### src/rtl/vga_anim_sequencer.sv
// vga_anim_sequencer
// Frame-level controller for the VGA pattern datapath. It converts vsync into a
// one-clock frame tick and advances the animation phase counter on each tick.
// It also schedules pattern modes, with an automatic dwell period and a
// fade-out / fade-in transition around each mode change. User next/pause
// requests are latched and then applied only on frame boundaries.
//
// Ports:
//   clk          pixel clock
//   rst_n        asynchronous active-low reset
//   vsync        vsync from hvsync_generator; a frame starts on its rising edge
//   btn_next     next-mode request; the rising edge counts
//   btn_pause    pause toggle request; the rising edge counts
//   auto_en      1 = switch mode automatically after DWELL_FRAMES frames
//   speed        animation step select; step = speed + 1
//   frame_tick   one-clock pulse per frame
//   anim_counter animation phase, wraps modulo 1024
//   mode         active pattern index
//   fade_level   brightness, 3 = full, 0 = black
//   paused       high while paused
//   fading       high during fade-out, mode switch and fade-in
module vga_anim_sequencer #(
  parameter int NUM_MODES    = 4,
  parameter int DWELL_FRAMES = 600,
  parameter int FADE_FRAMES  = 4
) (
  input  logic       clk,
  input  logic       rst_n,
  input  logic       vsync,
  input  logic       btn_next,
  input  logic       btn_pause,
  input  logic       auto_en,
  input  logic [2:0] speed,
  output logic       frame_tick,
  output logic [9:0] anim_counter,
  output logic [1:0] mode,
  output logic [1:0] fade_level,
  output logic       paused,
  output logic       fading
);

  localparam logic [9:0] DWELL_LAST = 10'(DWELL_FRAMES - 1);
  localparam logic [3:0] FADE_LAST  = 4'(FADE_FRAMES - 1);
  localparam logic [1:0] MODE_LAST  = 2'(NUM_MODES - 1);

  typedef enum logic [2:0] {
    ST_RUN,
    ST_PAUSED,
    ST_FADE_OUT,
    ST_SWITCH,
    ST_FADE_IN
  } state_t;

  state_t     state, state_nxt;
  logic [9:0] dwell, dwell_nxt;
  logic [3:0] fade_cnt, fade_cnt_nxt;
  logic [1:0] fade_nxt;
  logic [1:0] mode_nxt;
  logic [9:0] anim_nxt;
  logic       next_pend, next_pend_nxt;
  logic       pause_pend, pause_pend_nxt;
  logic       vs_q, next_q, pause_q;
  logic       next_rise, pause_rise;

  assign next_rise  = btn_next & ~next_q;
  assign pause_rise = btn_pause & ~pause_q;

  function automatic logic [1:0] mode_inc(input logic [1:0] m);
    return (m == MODE_LAST) ? 2'd0 : m + 2'd1;
  endfunction

  // NOTE: every variable gets its hold value first, so no path can leave one
  // unassigned and infer a latch.
  always_comb begin
    state_nxt      = state;
    dwell_nxt      = dwell;
    fade_cnt_nxt   = fade_cnt;
    fade_nxt       = fade_level;
    mode_nxt       = mode;
    anim_nxt       = anim_counter;
    next_pend_nxt  = next_pend;
    pause_pend_nxt = pause_pend;

    if (frame_tick && state != ST_PAUSED)
      anim_nxt = anim_counter + {7'd0, speed} + 10'd1;

    case (state)
      ST_RUN: begin
        if (frame_tick) begin
          // Pause wins over next; the next request stays latched.
          if (pause_pend) begin
            state_nxt      = ST_PAUSED;
            pause_pend_nxt = 1'b0;
          end else if (next_pend) begin
            state_nxt     = ST_FADE_OUT;
            next_pend_nxt = 1'b0;
            dwell_nxt     = '0;
            fade_cnt_nxt  = '0;
          end else if (auto_en && dwell == DWELL_LAST) begin
            state_nxt    = ST_FADE_OUT;
            dwell_nxt    = '0;
            fade_cnt_nxt = '0;
          end else if (dwell != DWELL_LAST) begin
            dwell_nxt = dwell + 10'd1;
          end
        end
      end
      ST_PAUSED: begin
        if (frame_tick) begin
          if (pause_pend) begin
            state_nxt      = ST_RUN;
            pause_pend_nxt = 1'b0;
          end else if (next_pend) begin
            // Mode steps immediately while paused; no fade.
            mode_nxt      = mode_inc(mode);
            next_pend_nxt = 1'b0;
          end
        end
      end
      ST_FADE_OUT: begin
        if (frame_tick) begin
          next_pend_nxt = 1'b0;
          if (fade_cnt == FADE_LAST) begin
            fade_cnt_nxt = '0;
            fade_nxt     = fade_level - 2'd1;
            if (fade_level == 2'd1) state_nxt = ST_SWITCH;
          end else begin
            fade_cnt_nxt = fade_cnt + 4'd1;
          end
        end
      end
      ST_SWITCH: begin
        // Single clock, not gated by frame_tick.
        mode_nxt     = mode_inc(mode);
        fade_cnt_nxt = '0;
        state_nxt    = ST_FADE_IN;
        if (frame_tick) next_pend_nxt = 1'b0;
      end
      ST_FADE_IN: begin
        if (frame_tick) begin
          next_pend_nxt = 1'b0;
          if (fade_cnt == FADE_LAST) begin
            fade_cnt_nxt = '0;
            fade_nxt     = fade_level + 2'd1;
            if (fade_level == 2'd2) begin
              state_nxt = ST_RUN;
              dwell_nxt = '0;
            end
          end else begin
            fade_cnt_nxt = fade_cnt + 4'd1;
          end
        end
      end
      default: state_nxt = ST_RUN;
    endcase

    // A fresh button edge is never lost, even on the edge that consumes the
    // previous request.
    if (next_rise)  next_pend_nxt  = 1'b1;
    if (pause_rise) pause_pend_nxt = 1'b1;
  end

  // NOTE: sequential state uses non-blocking assignments so every register
  // samples the pre-edge values regardless of statement order.
  always_ff @(posedge clk or negedge rst_n) begin
    if (!rst_n) begin
      state        <= ST_RUN;
      dwell        <= '0;
      fade_cnt     <= '0;
      fade_level   <= 2'd3;
      mode         <= '0;
      anim_counter <= '0;
      next_pend    <= 1'b0;
      pause_pend   <= 1'b0;
      vs_q         <= 1'b0;
      next_q       <= 1'b0;
      pause_q      <= 1'b0;
      frame_tick   <= 1'b0;
      paused       <= 1'b0;
      fading       <= 1'b0;
    end else begin
      vs_q         <= vsync;
      next_q       <= btn_next;
      pause_q      <= btn_pause;
      frame_tick   <= vsync & ~vs_q;
      state        <= state_nxt;
      dwell        <= dwell_nxt;
      fade_cnt     <= fade_cnt_nxt;
      fade_level   <= fade_nxt;
      mode         <= mode_nxt;
      anim_counter <= anim_nxt;
      next_pend    <= next_pend_nxt;
      pause_pend   <= pause_pend_nxt;
      paused       <= (state_nxt == ST_PAUSED);
      fading       <= (state_nxt == ST_FADE_OUT) || (state_nxt == ST_SWITCH) ||
                      (state_nxt == ST_FADE_IN);
    end
  end

endmodule
### config.mk
export PLATFORM = sky130hd
export DESIGN_NAME = vga_anim_sequencer
export DESIGN_NICKNAME = d
export VERILOG_FILES = /design/src/rtl/vga_anim_sequencer.sv
export SDC_FILE = /design/constraint.sdc
export NUM_CORES = 1
export LEC_CHECK = 0
export BUFFER_PORTS_ARGS = -buffer_cell sky130_fd_sc_hd__buf_2
export CAP_MARGIN = 10
export CORE_MARGIN = 5
export CORE_UTILIZATION = 45
export CTS_CLUSTER_SIZE = 28
export DETAILED_ROUTE_END_ITERATION = 16
export PLACE_DENSITY_LB_ADDON = 0.15
export SYNTH_ARGS = -nofsm -noshare
export SYNTH_HDL_FRONTEND = slang
export SYNTH_SLANG_ARGS = --single-unit
### constraint.sdc
create_clock -name clk -period 1.9 [get_ports clk]
set_input_delay 0.19 -clock clk [delete_from_list [all_inputs] [get_ports clk]]
set_output_delay 0.19 -clock clk [all_outputs]
set_load 0.05 [all_outputs]
==> results of run 1 <==
sequential cells by signal (all words and copies together), names as in the netlist:
name	cells
next_q	1
anim_counter	10
state	3
fade_cnt	4
fade_level	2
mode	2
next_pend	1
pause_pend	1
dwell	10
pause_q	1
vs_q	1
paused	1
frame_tick	1
fading	1
worst max-delay path, stage by stage, from the launching register on:
cell      delay (ns)
dfrtp_1         0.37
ha_1            0.17
and4bb_1        0.24
a31oi_1         0.10
a2111o_1        0.35
nand2b_4        0.20
o41ai_2         0.33
metrics by stage:
stage / instances / total power, mW / setup TNS (ns)
after detailed placement: 314 / 2.841 / -0.03236
after CTS: 324 / 3.401 / -0.05379
after global routing: 326 / 3.646 / -0.08726
after floorplan: 209 / 2.304 / -0.06910
final: 326 / 3.383 / 0
after global placement: 314 / 2.818 / 0
worst max path at each step:
stage / startpoint / endpoint / slack, ns / depth (start not counted)
after global routing: fade_cnt[1] / dwell[8] / -0.03 / 6
after floorplan: frame_tick / dwell[8] / -0.02 / 6
after CTS: fade_cnt[1] / dwell[7] / -0.02 / 6
after global placement: fade_cnt[1] / dwell[7] / 0.05 / 6
final: fade_cnt[1] / dwell[7] / 0.04 / 6
after detailed placement: fade_cnt[1] / dwell[5] / -0.02 / 6
cell type report:
class,instances,share of cell area
flip-flops and latches,39,0.3721
well taps,52,0.02459
inverters,15,0.02128
clock buffers,6,0.02742
clock inverters,2,0.004728
repair buffers,63,0.1570
multi-input cells,149,0.3929
cell usage after synthesis (all sizes together) (2+ instances only):
cell,count,share of area
a21oi,7,0.017
a31oi,2,0.0060
and3,2,0.0060
buf,3,0.011
clkbuf,3,0.0054
dfrtp,37,0.45
dfstp,2,0.025
ha,8,0.048
inv,15,0.027
mux2,3,0.016
nand2,19,0.034
nand2b,6,0.022
nand3,7,0.017
nand3b,2,0.0072
nand4,3,0.0090
nand4bb,3,0.016
nor2,12,0.022
nor2b,3,0.0090
nor3,8,0.019
nor3b,3,0.011
nor4,2,0.0060
o21ai,21,0.051
o31ai,5,0.025
o41ai,3,0.013
or3,2,0.0060
or4,2,0.0072
xnor2,9,0.038
xor2,2,0.0084
kinds of logic (layout without fill, tap and decap cells):
group	count (synthesis)	after routing
AND/OR/NAND/NOR	78	78
AO/OA/AOI/OAI	47	47
flip-flops	39	39
buffers and inverters	21	86
XOR/XNOR	11	11
adder cells (fa/ha/maj)	9	9
multiplexers	4	4
power by group through the flow:
| stage | Combinational, mW | Clock, mW | Sequential, mW |
|---|---|---|---|
| floorplan | 0.699 | 0 | 1.61 |
| global placement | 1.60 | 0 | 1.22 |
| detailed placement | 1.61 | 0 | 1.23 |
| CTS | 1.62 | 0.570 | 1.21 |
| global route | 1.79 | 0.604 | 1.25 |
| finish | 1.63 | 0.545 | 1.21 |
routing by layer:
layer	up-vias	track usage	share of wire
li1	873	-	-
met1	802	0.2252	0.49
met2	47	0.2412	0.44
met3	6	0.03472	0.066
met4	0	0.04561	0.0092
met5	-	0	0
repair_timing:
action	CTS	global route
hold endpoints to repair	38	0
pin swaps	0	3
cloned	0	0
hold buffers	2	0
resized for setup	0	4
buffers inserted	0	2
endpoints found under the setup margin	3	10
==> summary.txt, run 1 <==
status -> finished, final reports clean
area occupied by multi-input gates -> 1040 µm²
drt wl/cell -> 13.63 µm
sequential share of the synthesized area -> 0.4717
Reg area -> 984.7 µm²
gr usage total -> 0.1580
Hold Path Origin -> btn_pause
Leakage -> 1.244 nW
area added between synthesis and finish -> 27.56%
Initial DRC Count -> 98
Hold Path Cell Cnt -> 1
r2r endpoint -> dwell[7]
Post-Syn Area per Cell -> 9.926 µm²
Util after Layout -> 0.5995
Synth Area in Simple Gates -> 0.2093
die width -> 77.90 µm
Post-synth EDFFs -> 0
final worst setup slack -> 0.04170 ns
CTS H-tree depth -> 2
Int Pwr -> 1.903 mW
Cell Rows -> 24
first-pass GRT wire length -> 7948 µm
multiplexer share of the synthesized area -> 0.02111
post-DP HPWL -> 3421 µm
part of the power in combinational logic -> 0.481
Max VDD drop -> 1.032 mV
clk_skew -> 0.003126 ns
clock insertion delay at the later pin of the skew report -> 0.29 ns
total of max-cap violations -> 0
CP Class -> reg -> reg
Hold Path Class -> in -> reg
Yosys cell types -> 47
Ports -> 26
register bit count reported by yosys -> 39
Clock Path Buffers -> 2
Arr. time, crit path -> 2.05 ns
FF-to-FF Start -> fade_cnt[1]
Fin. Hold Viols -> 0
Post-Layout Inst Area -> 2646 µm²
Initial Utilization -> 0.4700
main combinational cell family by area after synthesis -> simple AND/OR/NAND/NOR gates
compound-gate portion of the synthesized area -> 0.1496
vias in the first global route -> 1730
worst r2r path cells -> 6
Setup WS pre-CTS -> -0.01893 ns
R2R setup slack -> 0.04 ns
Finish-stage setup viols -> 0
Synth Warn # -> 0
Critical Path End Type -> flop
Top FF cell, synth -> dfrtp_1
wirelength, routed -> 4445 µm
largest net degree at the start of global routing -> 25
Critical Path RT -> 2.09 ns
clock sinks -> 39
# diodes -> 0
Syn Nets -> 227
# DRC -> 0
final period utilization -> 0.9781
layout cell share with drive strength beyond 1 -> 0.2956
port bufs -> 25
RD Place Congestion -> 0.8535
total CTS buffers -> 5
Worst slew margin -> 0.7330
Post-Synthesis Cells -> 209
Sequential Power Share -> 0.357
hold endpoint -> pause_q
fillcell total -> 397
RSZ-0062 raised after global routing -> true
CP Max Fanout -> 6
Clk pwr share -> 0.161
Final nets -> 291
Pins Over Slew Limit -> 0
initial antenna violation count -> 0
drt pass-1 iters -> 4
adder-cell area share of the yosys netlist -> 0.05790
core area -> 4414 µm²
Period minus WS final -> 1.858 ns
Die Y -> 77.90 µm
total number of vias -> 1728
FMAX -> 538.1 MHz
Routed Antenna Nets -> 0
CTS clock-pin slew for the worst setup and hold paths -> 0.07 ns
crit start category -> flop
commonest non-fill, non-tap cell in the layout -> buf_4
PwrDens -> 1278 nW/µm²
sw frac -> 0.4373
Cell Area, Synth -> 2074 µm²
Synth Area in XOR/XNOR -> 0.04644
Worst-Margin Slew -> 0.3963 ns
P_sw -> 1.479 mW
die area -> 6068 µm²
total gr overflow -> 0
FFs w/ async S/R, synth -> 1.000
CTS tree -> done
DP Area -> 2504 µm²
WHS -> 0.02311 ns
most frequent cells in the layout -> buf_4 (36), dfrtp_1 (35), buf_2 (25)
Clk Tree Root Cell -> clkbuf_8
Avg Vias per Cell -> 5.301
No activity file was read; power rests on OpenSTA's default activity.
==> run 2: changes to the inputs <==
--- a/config.mk
+++ b/config.mk
@@ -7,11 +7,10 @@
 export LEC_CHECK = 0
 export BUFFER_PORTS_ARGS = -buffer_cell sky130_fd_sc_hd__buf_2
 export CAP_MARGIN = 10
-export CORE_MARGIN = 5
 export CORE_UTILIZATION = 45
 export CTS_CLUSTER_SIZE = 28
 export DETAILED_ROUTE_END_ITERATION = 16
-export PLACE_DENSITY_LB_ADDON = 0.15
+export PLACE_DENSITY = 0.77
 export SYNTH_ARGS = -nofsm -noshare
 export SYNTH_HDL_FRONTEND = slang
 export SYNTH_SLANG_ARGS = --single-unit
==> run 2 against run 1 <==
Against the previous run:
- the flow now finishes with violations (setup timing)
- count of clock-buffer cells in the layout unchanged
- sequential power about the same
- core utilization up 2.4 points
- sequential share of layout area down 1.2 points
- first-iteration DRC count up 26%
- register-to-register slack worse by 0.05 ns
- wire length up 1.6%
==> summary.txt, run 2 (same netlist as run 1, synthesis figures left out) <==
Worst-Margin Slew -> 0.5543 ns (was 0.3963 ns)
crit start category -> flop (unchanged)
clock insertion delay at the later pin of the skew report -> 0.31 ns (was 0.29 ns)
Ports -> 26 (unchanged)
Initial DRC Count -> 123 (was 98)
total CTS buffers -> 5 (unchanged)
Worst slew margin -> 0.6305 (was 0.7330)
die area -> 4885 µm² (was 6068 µm²)
final period utilization -> 1.004 (was 0.9781)
CTS tree -> done (unchanged)
core area -> 4384 µm² (was 4414 µm²)
initial antenna violation count -> 0 (unchanged)
RSZ-0062 raised after global routing -> true (unchanged)
total power -> 3.449 mW (was 3.383 mW)
layout cell share with drive strength beyond 1 -> 0.3247 (was 0.2956)
Routed Antenna Nets -> 0 (unchanged)
Die Y -> 69.90 µm (was 77.90 µm)
fillcell total -> 362 (was 397)
Critical Path RT -> 2.11 ns (was 2.09 ns)
port bufs -> 25 (unchanged)
vias in the first global route -> 1734 (was 1730)
CP Class -> reg -> reg (unchanged)
clock sinks -> 39 (unchanged)
post-DP HPWL -> 3328 µm (was 3421 µm)
Avg Vias per Cell -> 5.418 (was 5.301)
clk_skew -> 0.01458 ns (was 0.003126 ns)
Util after Layout -> 0.6239 (was 0.5995)
gr usage total -> 0.2051 (was 0.1580)
largest net degree at the start of global routing -> 27 (was 25)
Finish-stage setup viols -> 1 (was 0)
Cell Rows -> 24 (unchanged)
Critical Path End Type -> flop (unchanged)
biggest regs -> anim_counter x10, dwell x10, fade_cnt x4 (unchanged)
non-filler cells, final -> 323 (was 326)
crit path cell chain -> ha_2 -> and4bb_1 -> a31oi_1 -> a2111o_1 -> nand2b_4 -> buf_6 -> o41ai_2 (was ha_1 -> and4bb_1 -> a31oi_1 -> a2111o_1 -> nand2b_4 -> o41ai_2)
Clk Tree Root Cell -> clkbuf_8 (unchanged)
CP Max Fanout -> 6 (unchanged)
first-pass GRT wire length -> 7783 µm (was 7948 µm)
crit path max-delay cell type -> a2111o_1 (was dfrtp_1)
# diodes -> 0 (unchanged)
Pins Over Slew Limit -> 0 (unchanged)
die width -> 69.90 µm (was 77.90 µm)
commonest non-fill, non-tap cell in the layout -> dfrtp_1 (was buf_4)
Leakage -> 1.275 nW (was 1.244 nW)
area occupied by multi-input gates -> 1114 µm² (was 1040 µm²)
wirelength, routed -> 4518 µm (was 4445 µm)
Clock Path Buffers -> 2 (unchanged)
CTS clock-pin slew for the worst setup and hold paths -> 0.08 ns (was 0.07 ns)
total of max-cap violations -> 0 (unchanged)
CP peak stage delay -> 0.42 ns (was 0.37 ns)
Fin. Hold Viols -> 0 (unchanged)
status -> complete, but fails checks (was finished, final reports clean)
Arr. time, crit path -> 2.12 ns (was 2.05 ns)
Reg area -> 985.9 µm² (was 984.7 µm²)
# DRC -> 0 (unchanged)
DP Area -> 2471 µm² (was 2504 µm²)
Final nets -> 288 (was 291)
PwrDens -> 1261 nW/µm² (was 1278 nW/µm²)
drt wl/cell -> 13.99 µm (was 13.63 µm)
Bufs and invs on worst path -> 1 (was 0)
violated checks -> setup timing
Period minus WS final -> 1.908 ns (was 1.858 ns)
Post-Layout Inst Area -> 2735 µm² (was 2646 µm²)
final worst setup slack -> -0.008323 ns (was 0.04170 ns)
area added between synthesis and finish -> 31.85% (was 27.56%)
drt pass-1 iters -> 4 (unchanged)
total number of vias -> 1750 (was 1728)
FMAX -> 524.0 MHz (was 538.1 MHz)
placed cell count -> 308 (was 314)
total gr overflow -> 0 (unchanged)
Hold Path Class -> in -> reg (unchanged)
Worst path top cell family by delay -> compound AO/OA/AOI/OAI gates (unchanged)
Max VDD drop -> 0.7945 mV (was 1.032 mV)
CTS H-tree depth -> 2 (unchanged)
WHS -> 0.2609 ns (was 0.02311 ns)
Initial Utilization -> 0.4732 (was 0.4700)
most frequent cells in the layout -> dfrtp_1 (34), buf_4 (28), buf_2 (25) (was buf_4 (36), dfrtp_1 (35), buf_2 (25))
RD Place Congestion -> 0.8248 (was 0.8535)
[run 2: worst register-to-register path, cell delays in order (launching register included)]
cell and delay, ns:
dfrtp_1 0.36, ha_2 0.17, and4bb_1 0.22, a31oi_1 0.09, a2111o_1 0.42, nand2b_4 0.22
buf_6 0.15, o41ai_2 0.18
[run 2: final timing paths]
check	from	to	slack, ns	cells past startpoint
min in group asynchronous	rst_n	pause_pend	0.40	2
worst min-delay path	speed[0]	anim_counter[0]	0.26	4
worst min register to register	vs_q	frame_tick	0.41	1
worst max register to register	fade_cnt[1]	dwell[5]	-0.008	7
max in group asynchronous	rst_n	fade_cnt[2]	0.95	3
worst max-delay path	fade_cnt[1]	dwell[5]	-0.008	7
[run 2: cell type report]
class                      count  area share
multi-input combinational    149      0.4071
sequential                    39      0.3605
timing repair buffer          60      0.1528
clock buffer                   6     0.03019
tap                           52     0.02379
inverter                      15     0.02059
clock inverter                 2    0.005032
[run 2: per-stage QoR]
stage           TNS (ns)  setup WS (ns)
2_1_floorplan   -0.06910       -0.01821
3_3_place_gp           0        0.04517
3_5_place_dp    -0.09055       -0.09055
4_1_cts                0       0.004352
5_1_grt          -0.4129        -0.1155
6_report       -0.008323      -0.008323
[run 2: power by group]
| group | total [mW] | switching, mW | internal [mW] |
|---|---|---|---|
| clock | 0.607 | 0.311 | 0.297 |
| sequential | 1.21 | 0.185 | 1.03 |
| combinational | 1.63 | 1.02 | 0.608 |
[run 2: what timing repair did]
action,4_1_cts,5_1_grt
hold endpoints to repair,23,2
hold buffers,2,2
endpoints found under the setup margin,2,11
gates resized for setup,6,21
pin swaps,4,4
setup buffers,2,1
[run 2: routing by layer]
layer  share of wire  GRT usage  vias to the layer above
met4           0.015    0.08444                        0
met5               0          0                        -
met3           0.043    0.05195                        7
met1            0.45     0.2765                      843
li1                -          -                      865
met2            0.50     0.3162                       35
